<file path="src/rtl/sr_load_sched_pkg.sv">
// Shared encodings and default sizes for the shift-register load scheduler.
package sr_load_sched_pkg;

    typedef enum logic [1:0] {
        ST_IDLE   = 2'b00,
        ST_SHIFT  = 2'b01,
        ST_STROBE = 2'b10,
        ST_GAP    = 2'b11
    } state_e;

    localparam logic SEL_DYN  = 1'b1;
    localparam logic SEL_STAT = 1'b0;

    localparam int SIZESRSTAT_DEF = 88;
    localparam int SIZESRDYN_DEF  = 16;
    localparam int GAP_CYCLES_DEF = 30;

    function automatic int max_int(input int a, input int b);
        return (a > b) ? a : b;
    endfunction

endpackage

</file>
<file path="src/rtl/sr_serializer.sv">
// Left-justified shadow register that shifts one bit per cycle, MSB first,
// with a down-counter flagging the final bit.
module sr_serializer #(
    parameter int W  = 88,
    parameter int CW = 7
) (
    input  logic          clk,
    input  logic          rst_n,
    input  logic          load,
    input  logic [W-1:0]  load_data,
    input  logic [CW-1:0] load_cnt,
    input  logic          shift,
    output logic          done,
    output logic          mosi,
    output logic          sclk_en
);

    logic [W-1:0]  shadow_q, shadow_d;
    logic [CW-1:0] bitcnt_q, bitcnt_d;
    logic          mosi_q, mosi_d;
    logic          sclk_en_q, sclk_en_d;

    always_comb begin
        shadow_d  = shadow_q;
        bitcnt_d  = bitcnt_q;
        mosi_d    = 1'b0;
        sclk_en_d = 1'b0;
        if (load) begin
            shadow_d = load_data;
            bitcnt_d = load_cnt;
        end else if (shift) begin
            mosi_d    = shadow_q[W-1];
            sclk_en_d = 1'b1;
            shadow_d  = shadow_q << 1;
            // Counter parks at zero so it never wraps.
            if (bitcnt_q != '0) begin
                bitcnt_d = bitcnt_q - CW'(1);
            end
        end
    end

    always_ff @(posedge clk or negedge rst_n) begin
        if (!rst_n) begin
            shadow_q  <= '0;
            bitcnt_q  <= '0;
            mosi_q    <= 1'b0;
            sclk_en_q <= 1'b0;
        end else begin
            shadow_q  <= shadow_d;
            bitcnt_q  <= bitcnt_d;
            mosi_q    <= mosi_d;
            sclk_en_q <= sclk_en_d;
        end
    end

    assign done    = (bitcnt_q == '0);
    assign mosi    = mosi_q;
    assign sclk_en = sclk_en_q;

endmodule

</file>
<file path="src/rtl/sr_load_sched.sv">
// Round-robin scheduler sharing one serial shift-register port between the
// dynamic and static register updaters, with latch strobe and frame gap.
module sr_load_sched
    import sr_load_sched_pkg::*;
#(
    parameter int SIZESRSTAT = SIZESRSTAT_DEF,
    parameter int SIZESRDYN  = SIZESRDYN_DEF,
    parameter int GAP_CYCLES = GAP_CYCLES_DEF
) (
    input  logic                  CLK,
    input  logic                  RST_N,
    input  logic                  DYN_REQ,
    input  logic [SIZESRDYN-1:0]  DYN_DATA,
    output logic                  DYN_ACK,
    input  logic                  STAT_REQ,
    input  logic [SIZESRSTAT-1:0] STAT_DATA,
    output logic                  STAT_ACK,
    output logic                  SEL,
    output logic                  MOSI,
    output logic                  SCLK_EN,
    output logic                  LATCH,
    output logic                  BUSY
);

    localparam int W  = max_int(SIZESRSTAT, SIZESRDYN);
    localparam int CW = $clog2(W);
    localparam int GW = (GAP_CYCLES > 0) ? $clog2(GAP_CYCLES + 1) : 1;

    state_e        state_q, state_d;
    logic          last_src_q, last_src_d;
    logic [GW-1:0] gapcnt_q, gapcnt_d;
    logic          dyn_ack_q, dyn_ack_d;
    logic          stat_ack_q, stat_ack_d;
    logic          sel_q, sel_d;
    logic          latch_q, latch_d;
    logic          busy_q, busy_d;

    logic          pick_dyn, pick_stat;
    logic [W-1:0]  dyn_ext, stat_ext;
    logic          ser_load, ser_shift, ser_done;
    logic [W-1:0]  ser_data;
    logic [CW-1:0] ser_cnt;

    always_comb begin
        dyn_ext  = '0;
        stat_ext = '0;
        dyn_ext[W-1 -: SIZESRDYN]   = DYN_DATA;
        stat_ext[W-1 -: SIZESRSTAT] = STAT_DATA;
    end

    // On contention the source that did not win last time goes first.
    assign pick_dyn  = DYN_REQ && (!STAT_REQ || last_src_q == SEL_STAT);
    assign pick_stat = STAT_REQ && !pick_dyn;

    always_comb begin
        state_d    = state_q;
        last_src_d = last_src_q;
        gapcnt_d   = gapcnt_q;
        dyn_ack_d  = 1'b0;
        stat_ack_d = 1'b0;
        sel_d      = sel_q;
        latch_d    = 1'b0;
        busy_d     = busy_q;
        ser_load   = 1'b0;
        ser_shift  = 1'b0;
        ser_data   = dyn_ext;
        ser_cnt    = CW'(SIZESRDYN - 1);
        unique case (state_q)
            ST_IDLE: begin
                if (pick_dyn) begin
                    dyn_ack_d  = 1'b1;
                    ser_load   = 1'b1;
                    sel_d      = SEL_DYN;
                    last_src_d = SEL_DYN;
                    busy_d     = 1'b1;
                    state_d    = ST_SHIFT;
                end else if (pick_stat) begin
                    stat_ack_d = 1'b1;
                    ser_load   = 1'b1;
                    ser_data   = stat_ext;
                    ser_cnt    = CW'(SIZESRSTAT - 1);
                    sel_d      = SEL_STAT;
                    last_src_d = SEL_STAT;
                    busy_d     = 1'b1;
                    state_d    = ST_SHIFT;
                end
            end
            ST_SHIFT: begin
                ser_shift = 1'b1;
                if (ser_done) begin
                    state_d = ST_STROBE;
                end
            end
            ST_STROBE: begin
                latch_d  = 1'b1;
                gapcnt_d = '0;
                if (GAP_CYCLES > 0) begin
                    state_d = ST_GAP;
                end else begin
                    state_d = ST_IDLE;
                    busy_d  = 1'b0;
                end
            end
            ST_GAP: begin
                if (gapcnt_q == GW'(GAP_CYCLES - 1)) begin
                    state_d = ST_IDLE;
                    busy_d  = 1'b0;
                end else begin
                    gapcnt_d = gapcnt_q + GW'(1);
                end
            end
            default: state_d = ST_IDLE;
        endcase
    end

    always_ff @(posedge CLK or negedge RST_N) begin
        if (!RST_N) begin
            state_q    <= ST_IDLE;
            last_src_q <= SEL_STAT;
            gapcnt_q   <= '0;
            dyn_ack_q  <= 1'b0;
            stat_ack_q <= 1'b0;
            sel_q      <= 1'b0;
            latch_q    <= 1'b0;
            busy_q     <= 1'b0;
        end else begin
            state_q    <= state_d;
            last_src_q <= last_src_d;
            gapcnt_q   <= gapcnt_d;
            dyn_ack_q  <= dyn_ack_d;
            stat_ack_q <= stat_ack_d;
            sel_q      <= sel_d;
            latch_q    <= latch_d;
            busy_q     <= busy_d;
        end
    end

    sr_serializer #(
        .W  (W),
        .CW (CW)
    ) u_ser (
        .clk       (CLK),
        .rst_n     (RST_N),
        .load      (ser_load),
        .load_data (ser_data),
        .load_cnt  (ser_cnt),
        .shift     (ser_shift),
        .done      (ser_done),
        .mosi      (MOSI),
        .sclk_en   (SCLK_EN)
    );

    assign DYN_ACK  = dyn_ack_q;
    assign STAT_ACK = stat_ack_q;
    assign SEL      = sel_q;
    assign LATCH    = latch_q;
    assign BUSY     = busy_q;

endmodule

</file>
<file path="config.mk">
export PLATFORM = sky130hd
export DESIGN_NAME = sr_load_sched
export DESIGN_NICKNAME = d
export VERILOG_FILES = /design/src/rtl/sr_load_sched_pkg.sv /design/src/rtl/sr_serializer.sv /design/src/rtl/sr_load_sched.sv
export SDC_FILE = /design/constraint.sdc
export NUM_CORES = 1
export LEC_CHECK = 0
export ABC_AREA = 1
export CORE_AREA = 3 3 150 152
export CTS_CLUSTER_SIZE = 10
export DETAILED_ROUTE_END_ITERATION = 6
export DIE_AREA = 0 0 153 155
export PLACE_DENSITY = 0.51
export SKIP_LAST_GASP = 1
export SLEW_MARGIN = 15
export SYNTH_ARGS = -nofsm -noshare
export SYNTH_HDL_FRONTEND = slang
export SYNTH_SLANG_ARGS = --single-unit
</file>
<file path="constraint.sdc">
create_clock -name CLK -period 2.1 [get_ports CLK]
set_input_delay 0.42 -clock CLK [delete_from_list [all_inputs] [get_ports CLK]]
set_output_delay 0.42 -clock CLK [all_outputs]
set_load 0.05 [all_outputs]
</file>
== After elaboration in Yosys (flattened, before gate mapping) ==
Index checks and enable logic that the tools add are counted.
Operators by class
  add/subtract/negate cells: 2
  mux-type cells: 37
  bitwise gates (word level): 1
  eq/ne operators: 8
  reductions and logical operators: 18
Operators with widths (count)
  $mux W88: 5
  $mux W7: 6
  $mux W1: 18
  $pmux W5 S2: 1
  $reduce_bool A2 Y1: 5
  $mux W2: 4
  $pmux W2 S4: 1
  $logic_not A7 Y1: 1
  $reduce_bool A7 Y1: 1
  $sub A7 B1 Y7 const B: 1
  $ne A2 B2 Y1 const B: 3
  $reduce_and A2 Y1: 3
  $reduce_and A3 Y1: 2
  $add A5 B1 Y5 const B: 1
  $eq A5 B5 Y1 const B: 1
  $mux W5: 1
  $eq A2 B2 Y1 const B: 2
  $ne A3 B3 Y1 const B: 1
  $eq A2 B1 Y1 const B: 1
  $logic_and A1 B1 Y1: 2
  $logic_not A1 Y1: 2
  $logic_not A2 Y1: 1
  $pmux W1 S2: 1
  $logic_or A1 B1 Y1: 1
  $not A1 Y1: 1
Word-level totals
  register bits: 109
  output and inout bits: 7
  input port bits: 108
  word-level logic and storage cells: 77

== Logic depth before layout (Yosys ltp) ==
Gate-level depths: netlist of run 1.
  depth in word-level cells: 10
  depth in mapped cells: 10
  depth with buffers taken out: 9

== Modules after synthesis ==
Synthesis of run 1 repeated with hierarchy kept, for this count alone.
Unflattened totals
  cells, all modules: 783
  area, all modules: 6289.8 um^2
By module, submodules not included
  sr_serializer: cells each 496, sequential area each 2427.3 um^2, area each 4805.9 um^2, times used 1
  sr_load_sched: cells each 287, sequential area each 300.3 um^2, area each 1483.9 um^2, times used 1

== Worst setup path after synthesis of run 1 ==
OpenSTA, ideal clock, no wires.
  path type: register to register
  start point: register, netlist name SEL
  end point: register u_ser.shadow_q[73]
  clock period less this slack: 1579 ps
  setup time: 123 ps
  path buffers: 1
  required time: 1977 ps
  arrival time: 1455 ps
  stages on the path, launching flop included: 7
  path slack: 521 ps
  cells stage by stage: dfrtp_1 -> inv_1 -> a21oi_2 -> buf_2 -> nand3_1 -> nand3_1 -> a21oi_1
RTL lines
  to (signal assigned): line sr_serializer.sv:49  | shadow_q <= shadow_d;
  to (decl): line sr_serializer.sv:18  | logic [W-1:0] shadow_q, shadow_d;

== Final worst setup path of run 1 ==
  start point: register busy_q, in the netlist BUSY
  end point: output BUSY
RTL lines
  from (decl): line sr_load_sched.sv:36  | logic busy_q, busy_d;
  from (signal assigned): line sr_load_sched.sv:134  | busy_q <= busy_d;
  to (decl): line sr_load_sched.sv:22  | output logic BUSY
No word-level cell between the ends.

==> impl_metrics.csv, run 1 <==
group,metric,value,unit
synthesis,synth_edf_count,0,
floorplanning,core,21200,um^2
floorplanning,rows,53,
place,place_ws,0.0774,ns
grt,overflow,0,
final_layout,drive_above_1_share,6.33,%
sta,finalClockSkew,0.00801,ns
detailed_routing,drt_iter0_markers,229,
setup_path,end_kind,"output pin",
sta,post-route-period-util,93.1,%
synthesis,ys_types,25,
synthesis,syn_area,5330,um^2
detailed_routing,drc,0,
sta,slew_headroom,66.6,%
floorplanning,die_h,155,um
synthesis,synthArstFlopShare,100,%
setup_path,path_buf_inv,1,
floorplanning,initial_utilization,25.2,%
final_layout,area_delta_synth_final,36.6,%
grt,grt_usage,12.9,%
synthesis,synth_area_leaders,"dfrtp_1 (51%), o21ai_0 (9.4%), nand3_1 (8.6%)",
setup_path,r2r_cells,7,
synthesis,ys.flop_type,"dfrtp_1",
final_layout,nNetsFinal,885,
cts,clock_path_buffers,2,
power_and_ir_drop,power.static_leakage,3.06,nW
detailed_routing,viasPerCell,4.58,
worst_hold_path,min_path_type,"input port to asynchronous set/reset pin",
grt,grt_pass1_wl,25.1,mm
synthesis,syn_avg_cell_area,8.01,um^2
cts,hold_buffers,0,
sta,max_freq,511,MHz
status,status,"finished, final reports clean",
setup_path,required,1.68,ns
synthesis,yosysWarnings,0,
setup_path,critPathSlowestCell,"clkdlybuf4s50_1",
cts,cts_tree,"yes",
sta,worst_slack,0.144,ns
power_and_ir_drop,power,10.8,mW
detailed_routing,via_count,4808,
detailed_routing,ant_nets,0,
final_layout,diodes,0,
power_and_ir_drop,vdd_drop_max,545,uV
sta,setup_viol,0,
synthesis,ys_seq_area_share,51.2,%
place,io_buffers,114,
cts,clk_pin_slew,0.07,ns
setup_path,start_kind,"register",
setup_path,path_max_fanout,2,
grt,grt_max_degree,57,
cts,htreeDepth,3,
synthesis,synthCells,665,
detailed_routing,first_pass_iters,4,
grt,grt_pass1_vias,4864,
synthesis,yosysTopAreaCell,"dfrtp_1",
cts,cts_buffers,9,
flow_run,drv_cap,0,
setup_path,cpPeakStageDelay,0.81,ns
detailed_routing,wl_per_cell,14.4,um
place,dp_cells,1033,
cts,clockRootBuffer,"clkbuf_16",
sta,worst_slew_pin_slew,0.500,ns
synthesis,synth_top_area_share,51.2,%
final_layout,fin_cells,1049,
synthesis,synth-seq-cells,109,
grt,antenna_found_initial,0,
setup_path,worstSetupPathType,"register to output pin",
synthesis,synth_nets,781,
detailed_routing,wirelength,15.1,mm
sta,tns,0,ns
setup_path,path_delay_family,"buffers and inverters",
place,dp_hpwl,10.4,mm
setup_path,path_cells,"clkdlybuf4s50_1",
cts,post_cts_buffers,0,
power_and_ir_drop,p_per_area,1480,nW/um^2
floorplanning,die_w,153,um
floorplanning,io_pins,115,
sta,fin_crit,1.96,ns
place,globalplace.congestion,0.763,
sta,drv_slew,0,
floorplanning,die_area,23700,um^2
setup_path,cp_data_arrival_time,1.54,ns
sta,rsz0062_at_grt,"no",
cts,post_cts_resized,0,
cts,clk_latency,0.35,ns
setup_path,cp.depth,1,
cts,clock-sinks,109,
sta,finalHoldViolations,0,
==> report_power, final <==
part	switching, mW	internal [mW]	leakage (nW)
Sequential	0.538	3.19	1.31
Clock	0.798	1.23	0.176
Combinational	3.10	1.93	1.58
==> cell usage in the layout, fill, tap and decap left out, types with 2 or more instances in the layout <==
master             n
nand4_1            5
inv_1             34
buf_4             16
a21oi_4            2
buf_12             9
clkbuf_8           2
nor3_1             2
o22ai_1            2
dfrtp_1          109
a21oi_1           80
ha_1               7
nand2_1           86
clkbuf_16          9
nor2_1            90
o21ai_0          100
clkdlybuf4s50_1  112
bufinv_16          3
nand3_1           92
==> final timing paths <==
kind	to	startpoint	slack, ns
worst min-delay path	gapcnt_q[4]$_DFFE_PN0P_	RST_N	0.009
worst max-delay path	BUSY	BUSY$_DFFE_PN0P_	0.14
worst min register to register	u_ser.shadow_q[75]$_DFFE_PN0P_	u_ser.shadow_q[75]$_DFFE_PN0P_	0.48
worst max register to register	u_ser.shadow_q[87]$_DFFE_PN0P_	state_q[0]$_DFFE_PN0P_	0.24
max in group asynchronous	u_ser.shadow_q[66]$_DFFE_PN0P_	RST_N	1.47
min in group CLK	u_ser.shadow_q[75]$_DFFE_PN0P_	u_ser.shadow_q[75]$_DFFE_PN0P_	0.48
==> cell type report <==
cell class / instances / area [um^2]
sequential: 109 / 2730
tap: 275 / 344
clock buffer: 11 / 253
inverter: 36 / 135
timing repair buffer: 137 / 1420
fill: 2258 / 13900
multi-input combinational: 476 / 2290
clock inverter: 5 / 104
==> through the flow <==
step                cell area (um^2)  util [%]  hold slack (ns)
finish                          7280      34.4          0.00855
global route                    7280      34.4           0.0308
CTS                             7280      34.4           0.0131
detailed placement              6920      32.7            0.406
global placement                6920      32.7            0.411
floorplan                       5330         -            0.124
==> metal layers <==
metal / share of wire, % / wire [um] / up-vias / track usage [%]
met4: 1.3 / 203 / 0 / 3.18
met3: 4.4 / 662 / 14 / 3.48
met2: 46 / 6930 / 114 / 20.3
met1: 48 / 7330 / 2238 / 18.0
met5: 0 / 0 / - / 0
li1: - / - / 2442 / -
==> cell families (layout without fill, tap and decap cells) <==
kind of cell	after synthesis	count (layout)	share of synthesized area (%)
and+or+nand+nor	279	279	22.4
buffers and inverters	80	189	6.01
AOI/OAI and AO/OA	187	187	18.2
xor gates and xnor gates	2	2	0.329
DFF	109	109	51.2
adders and majority gates	8	8	1.88
==> registers in the layout, summed over array words and instances (netlist names), 2 cells and up <==
register,cells
gapcnt_q,5
u_ser.bitcnt_q,7
u_ser.shadow_q,88
state_q,2
==> worst reg2reg max path: stages (launching register included) <==
cell     delay (ns)
dfrtp_1        0.42
inv_1          0.10
ha_2           0.27
buf_4          0.36
nand2_1        0.28
nand2_1        0.12
nand3_1        0.10
a21oi_1        0.15
==> synth_stat cells, types with 2 or more instances <==
cell,n
nand2_1,86
buf_2,16
clkbuf_1,28
o22ai_1,2
ha_1,8
nand4_1,5
dfrtp_1,109
nand3_1,92
a21oi_1,80
o21ai_0,100
inv_1,35
nor2_1,90
nor3_1,2
Power figures use the tool's default switching activity.
==> run 2: changes to the inputs <==
--- a/config.mk
+++ b/config.mk
@@ -7,10 +7,12 @@
 export LEC_CHECK = 0
 export ABC_AREA = 1
 export CORE_AREA = 3 3 150 152
+export CTS_BUF_LIST = sky130_fd_sc_hd__clkbuf_8 sky130_fd_sc_hd__clkbuf_16
 export CTS_CLUSTER_SIZE = 10
 export DETAILED_ROUTE_END_ITERATION = 6
 export DIE_AREA = 0 0 153 155
-export PLACE_DENSITY = 0.51
+export DONT_BUFFER_PORTS = 1
+export PLACE_DENSITY = 0.45
 export SKIP_LAST_GASP = 1
 export SLEW_MARGIN = 15
 export SYNTH_ARGS = -nofsm -noshare
==> constraint.sdc (replaced) <==
create_clock -name CLK -period 1.73 [get_ports CLK]
set_input_delay 0.346 -clock CLK [delete_from_list [all_inputs] [get_ports CLK]]
set_output_delay 0.346 -clock CLK [all_outputs]
set_load 0.05 [all_outputs]
==> run 2 against run 1 <==
Against the previous run:
- the flow now finishes with violations (negative hold slack)
- combinational power grew 13%
- setup slack lost 0.042 ns
- clock skew is essentially flat
- first-iteration DRC count grew 14%
- sequential power grew 28%
- non-clock buffer count shrank 111
==> impl_metrics.csv, run 2 (same netlist as run 1, synthesis figures left out) <==
group,metric,value,unit
place,io_buffers,0,
power_and_ir_drop,power,12.4,mW
setup_path,cpPeakStageDelay,0.40,ns
setup_path,path_max_fanout,23,
detailed_routing,ant_nets,0,
setup_path,path_delay_family,"buffers and inverters",
setup_path,end_kind,"register",
detailed_routing,top_layer,"met5",
grt,grt_pass1_wl,24.5,mm
final_layout,post-route-util,28.7,%
cts,clk_latency,0.35,ns
detailed_routing,wl_met3,1.07,mm
sta,tns,0,ns
final_layout,fin_cells,939,
sta,setup_viol,0,
grt,grt_max_degree,110,
final_layout,drive_above_1_share,7.68,%
detailed_routing,drc,0,
grt,grt_pass1_vias,4649,
final_layout,final_cell_mix,"dfrtp_1 (109), o21ai_0 (98), nand3_1 (92), nor2_1 (90), nand2_1 (85)",
detailed_routing,viasPerCell,4.82,
final_layout,max_flop_register,"u_ser.shadow_q",
detailed_routing,wirelength,14.9,mm
sta,finalClockSkew,0.00822,ns
sta,worst_slew_pin_slew,0.530,ns
place,globalplace.congestion,0.760,
floorplanning,io_pins,115,
power_and_ir_drop,p_per_area,2040,nW/um^2
sta,drv_slew,0,
floorplanning,core,21200,um^2
sta,fin_crit,1.63,ns
sta,post-route-period-util,94.1,%
floorplanning,die_h,155,um
setup_path,start_kind,"register",
worst_hold_path,min_path_type,"input port to asynchronous set/reset pin",
place,dp_hpwl,9.98,mm
final_layout,nNetsFinal,775,
sta,max_freq,614,MHz
detailed_routing,wl_met1,6.59,mm
grt,overflow,0,
detailed_routing,wl_met2,7.02,mm
setup_path,worstSetupPathType,"register to register",
cts,clockRootBuffer,"clkbuf_16",
sta,rsz0062_at_grt,"yes",
status,status,"finished, violations left",
floorplanning,rows,53,
power_and_ir_drop,vdd_drop_max,610,uV
sta,slew_headroom,64.7,%
setup_path,cp_data_arrival_time,1.87,ns
final_layout,diodes,0,
sta,finalHoldViolations,109,
setup_path,path_cells,"inv_1 > ha_1 > inv_2 > buf_4 > o21ai_0 > nand3_1 > o21ai_0 > inv_1",
setup_path,critPathSlowestCell,"dfrtp_1",
status,violations,"negative hold slack",
detailed_routing,drt_iter0_markers,261,
cts,cts_buffers,9,
grt,antenna_found_initial,1,
final_layout,largest_reg_flops,88,
cts,clock-sinks,109,
floorplanning,die_area,23700,um^2
place,dp_cells,920,
final_layout,largestRegisters,"u_ser.shadow_q (88), u_ser.bitcnt_q (7), gapcnt_q (5)",
final_layout,area_delta_synth_final,14.1,%
final_layout,fillers,2264,
cts,cts_tree,"yes",
grt,grt_usage,12.6,%
floorplanning,die_w,153,um
flow_run,drv_cap,0,
detailed_routing,first_pass_iters,4,
setup_path,required,1.97,ns
setup_path,path_buf_inv,4,
cts,clock_path_buffers,2,
detailed_routing,wl_per_cell,15.8,um
detailed_routing,via_count,4522,
cts,clk_pin_slew,0.07,ns
floorplanning,initial_utilization,25.2,%
sta,hold_ws,-0.305,ns
final_layout,layout_commonest_cell,"dfrtp_1",
power_and_ir_drop,power.static_leakage,2.58,nW
cts,htreeDepth,3,
[run 2: changes by cell type in the layout (fill, tap and decap cells not counted), moves of 2 or more]
cell	change
clkbuf_8	-2
o21ai_0	-2
buf_12	-3
clkdlybuf4s50_1	-112
inv_1	+2
buf_8	+2
bufinv_16	-3
clkinvlp_4	+4
o21ai_1	+2
[run 2: where the power goes]
group | internal, mW | switching [mW] | leakage, nW
combinational | 2.16 | 3.50 | 1.14
sequential | 3.87 | 0.889 | 1.31
clock | 0.972 | 1.00 | 0.130
[run 2: cell type report]
type                            count  area (um^2)  area share, %
Multi-Input combinational cell    476         2310           37.9
Clock inverter                      7         43.8          0.720
Inverter                           36          139           2.28
Clock buffer                        9          225           3.70
Timing Repair Buffer               26          289           4.75
Tap cell                          275          344           5.66
Timing Repair inverter              1         5.00         0.0823
Sequential cell                   109         2730           44.9
[run 2: worst paths after layout]
path / start / end / slack (ns) / cells past startpoint
min reg2reg: u_ser.shadow_q[78]$_DFFE_PN0P_ / u_ser.shadow_q[78]$_DFFE_PN0P_ / 0.50 / 2
min: RST_N / gapcnt_q[2]$_DFFE_PN0P_ / -0.30 / 0
max reg2reg: state_q[1]$_DFFE_PN0P_ / u_ser.shadow_q[82]$_DFFE_PN0P_ / 0.10 / 8
max in group asynchronous: RST_N / u_ser.shadow_q[81]$_DFFE_PN0P_ / 1.76 / 0
max: state_q[1]$_DFFE_PN0P_ / u_ser.shadow_q[82]$_DFFE_PN0P_ / 0.10 / 8
min in group CLK: STAT_DATA[6] / u_ser.shadow_q[6]$_DFFE_PN0P_ / 0.12 / 2
[run 2: per-layer routing]
metal / vias to the layer above / track usage, %
met5: - / 0
li1: 2219 / -
met3: 13 / 4.59
met4: 2 / 3.18
met2: 124 / 20.8
met1: 2164 / 15.8
[run 2: timing repair]
| action | 4_1_cts | 5_1_grt |
|---|---|---|
| resized for setup | 0 | 10 |
| setup endpoints to repair | 0 | 92 |
| endpoints found under the hold margin | 109 | 109 |
| setup buffers | 0 | 2 |
[run 2: metrics by stage]
stage | worst slack (ns) | hold slack (ns) | cell area, um^2
global placement | 0.0659 | 0.0560 | 5760
floorplan | 0.151 | 0.0504 | 5330
finish | 0.102 | -0.305 | 6080
CTS | 0.00216 | -0.336 | 6030
detailed placement | 0.0138 | 0.0599 | 5760
global route | -0.0507 | -0.341 | 6080
==> run 3: changes to the inputs <==
--- a/config.mk
+++ b/config.mk
@@ -6,12 +6,13 @@
 export NUM_CORES = 1
 export LEC_CHECK = 0
 export ABC_AREA = 1
-export CORE_AREA = 3 3 150 152
+export CORE_AREA = 2 2 149 151
 export CTS_BUF_LIST = sky130_fd_sc_hd__clkbuf_8 sky130_fd_sc_hd__clkbuf_16
 export CTS_CLUSTER_SIZE = 10
 export DETAILED_ROUTE_END_ITERATION = 6
-export DIE_AREA = 0 0 153 155
+export DIE_AREA = 0 0 151 153
 export DONT_BUFFER_PORTS = 1
+export HOLD_SLACK_MARGIN = 0.12
 export PLACE_DENSITY = 0.45
 export SKIP_LAST_GASP = 1
 export SLEW_MARGIN = 15
==> run 3 against run 2 <==
Against the previous run:
- the flow still finishes with violations (negative hold slack)
- sequential share of layout area decreased by 0.69 points
- clock skew increased by 0.0018 ns
- final area increased by 1.6%
- critical endpoint is now u_ser.shadow_q[79]$_DFFE_PN0P_
- largest cell class unchanged
- via count increased by 0.46%
==> impl_metrics.csv, run 3 (same netlist as run 1, synthesis figures left out) <==
group,metric,value,unit
status,status,"finished, violations left",
status,violations,"negative hold slack",
grt,grt_usage,13.9,%
cts,cts_tree,"yes",
sta,slew_headroom,67.0,%
place,place_ws,0.0891,ns
power_and_ir_drop,switchingPower,5.43,mW
floorplanning,initial_utilization,24.8,%
floorplanning,core,21500,um^2
grt,grt_max_degree,110,
detailed_routing,viasPerCell,4.77,
setup_path,required,1.97,ns
cts,clk_pin_slew,0.07,ns
cts,cts_buffers,9,
final_layout,largestRegisters,"u_ser.shadow_q (88), u_ser.bitcnt_q (7), gapcnt_q (5)",
sta,worst_slack,0.115,ns
floorplanning,die_w,151,um
power_and_ir_drop,power.static_leakage,2.63,nW
final_layout,final_cell_mix,"dfrtp_1 (109), o21ai_0 (99), nand3_1 (92), nor2_1 (90), nand2_1 (85)",
floorplanning,io_pins,115,
setup_path,ff2ff_setup_slack,0.12,ns
final_layout,max_flop_register,"u_ser.shadow_q",
grt,grt_pass1_wl,25.0,mm
final_layout,diodes,0,
sta,worst_slew_pin_slew,0.495,ns
power_and_ir_drop,combPwrFrac,45.5,%
final_layout,drive_above_1_share,7.88,%
place,io_buffers,0,
setup_path,crit_end,"u_ser.shadow_q[79]$_DFFE_PN0P_",
sta,finalHoldViolations,109,
setup_path,regToRegEndpoint,"u_ser.shadow_q[79]$_DFFE_PN0P_",
cts,clk_latency,0.35,ns
final_layout,area_delta_synth_final,15.9,%
sta,fin_crit,1.61,ns
place,dp_hpwl,10.4,mm
grt,overflow,0,
cts,clock_path_buffers,2,
final_layout,fillers,2364,
power_and_ir_drop,power,12.5,mW
detailed_routing,wl_per_cell,16.3,um
final_layout,post-route-util,28.7,%
cts,clock-sinks,109,
setup_path,worstReg2RegStart,"state_q[0]$_DFFE_PN0P_",
sta,hold_ws,-0.318,ns
final_layout,largest_reg_flops,88,
cts,htreeDepth,3,
grt,grt_pass1_vias,4556,
setup_path,setup.worst_path.start,"state_q[0]$_DFFE_PN0P_",
sta,rsz0062_at_grt,"yes",
floorplanning,die_area,23100,um^2
floorplanning,rows,54,
setup_path,end_kind,"register",
setup_path,start_kind,"register",
cts,hold_buffers,8,
worst_hold_path,min_path_type,"input port to asynchronous set/reset pin",
power_and_ir_drop,seq_power_share,37.9,%
detailed_routing,via_count,4543,
setup_path,cp_data_arrival_time,1.86,ns
power_and_ir_drop,clockPowerShare,16.6,%
grt,antenna_found_initial,0,
power_and_ir_drop,p_per_area,2020,nW/um^2
sta,tns,0,ns
detailed_routing,drt_iter0_markers,161,
detailed_routing,wirelength,15.5,mm
setup_path,worstSetupPathType,"register to register",
cts,clockRootBuffer,"clkbuf_16",
power_and_ir_drop,switching_share,43.5,%
place,globalplace.congestion,0.728,
final_layout,layout_commonest_cell,"dfrtp_1",
final_layout,nNetsFinal,784,
floorplanning,die_h,153,um
setup_path,r2r_cells,7,
sta,finalClockSkew,0.00998,ns
detailed_routing,drc,0,
detailed_routing,first_pass_iters,4,
detailed_routing,ant_nets,0,
sta,max_freq,619,MHz
flow_run,drv_cap,0,
sta,post-route-period-util,93.3,%
power_and_ir_drop,vdd_drop_max,663,uV
setup_path,path_max_fanout,15,
power_and_ir_drop,internal-power,7.07,mW
sta,setup_viol,0,
sta,drv_slew,0,
-- run 3: stage by stage --
stage,instances,instance area [um^2]
2_1_floorplan,665,5330
3_3_place_gp,927,5740
3_5_place_dp,927,5740
4_1_cts,951,6110
5_1_grt,953,6170
6_report,953,6170
-- run 3: layout make-up --
cell class / count / area [um^2] / share of cell area, %
multi-input combinational: 476 / 2300 / 37.3
timing repair buffer: 36 / 367 / 5.94
clock inverter: 4 / 22.5 / 0.365
sequential: 109 / 2730 / 44.2
clock buffer: 12 / 267 / 4.32
inverter: 36 / 139 / 2.25
tap: 280 / 350 / 5.67
-- run 3: worst min-delay path by stage --
stage	slack, ns	from	end	cells past startpoint
2_1_floorplan	0.05	RST_N	BUSY$_DFFE_PN0P_	0
3_3_place_gp	0.06	RST_N	gapcnt_q[2]$_DFFE_PN0P_	0
3_5_place_dp	0.06	RST_N	gapcnt_q[2]$_DFFE_PN0P_	0
4_1_cts	-0.33	RST_N	u_ser.shadow_q[17]$_DFFE_PN0P_	0
5_1_grt	-0.34	RST_N	u_ser.mosi$_DFF_PN0_	0
6_report	-0.32	RST_N	gapcnt_q[3]$_DFFE_PN0P_	0
-- run 3: critical path: stages, from the launching register on --
cell	delay, ns
dfrtp_1	0.40
inv_1	0.08
ha_2	0.24
o21ai_4	0.14
nand2_4	0.18
buf_4	0.24
o21ai_0	0.17
inv_1	0.05
-- run 3: repair_timing --
| action | in CTS | in global routing |
|---|---|---|
| setup buffers | 0 | 2 |
| resized for setup | 0 | 11 |
| setup endpoints to repair | 0 | 60 |
| hold endpoints to repair | 117 | 109 |
-- run 3: power by group through the flow --
| stage | logic (mW) | registers, mW | clock network [mW] |
|---|---|---|---|
| floorplan | 4.02 | 4.62 | 0 |
| global placement | 5.58 | 4.79 | 0 |
| detailed placement | 5.64 | 4.77 | 0 |
| CTS | 5.66 | 4.74 | 2.17 |
| global route | 6.57 | 4.91 | 2.26 |
| finish | 5.69 | 4.74 | 2.07 |
-- run 3: metal layers --
metal	global-route usage, %	routed length [um]	up-vias
met5	0	0	-
met4	3.29	72	0
met3	4.06	898	7
met2	21.6	7190	107
met1	19.1	7390	2187
li1	-	-	2242
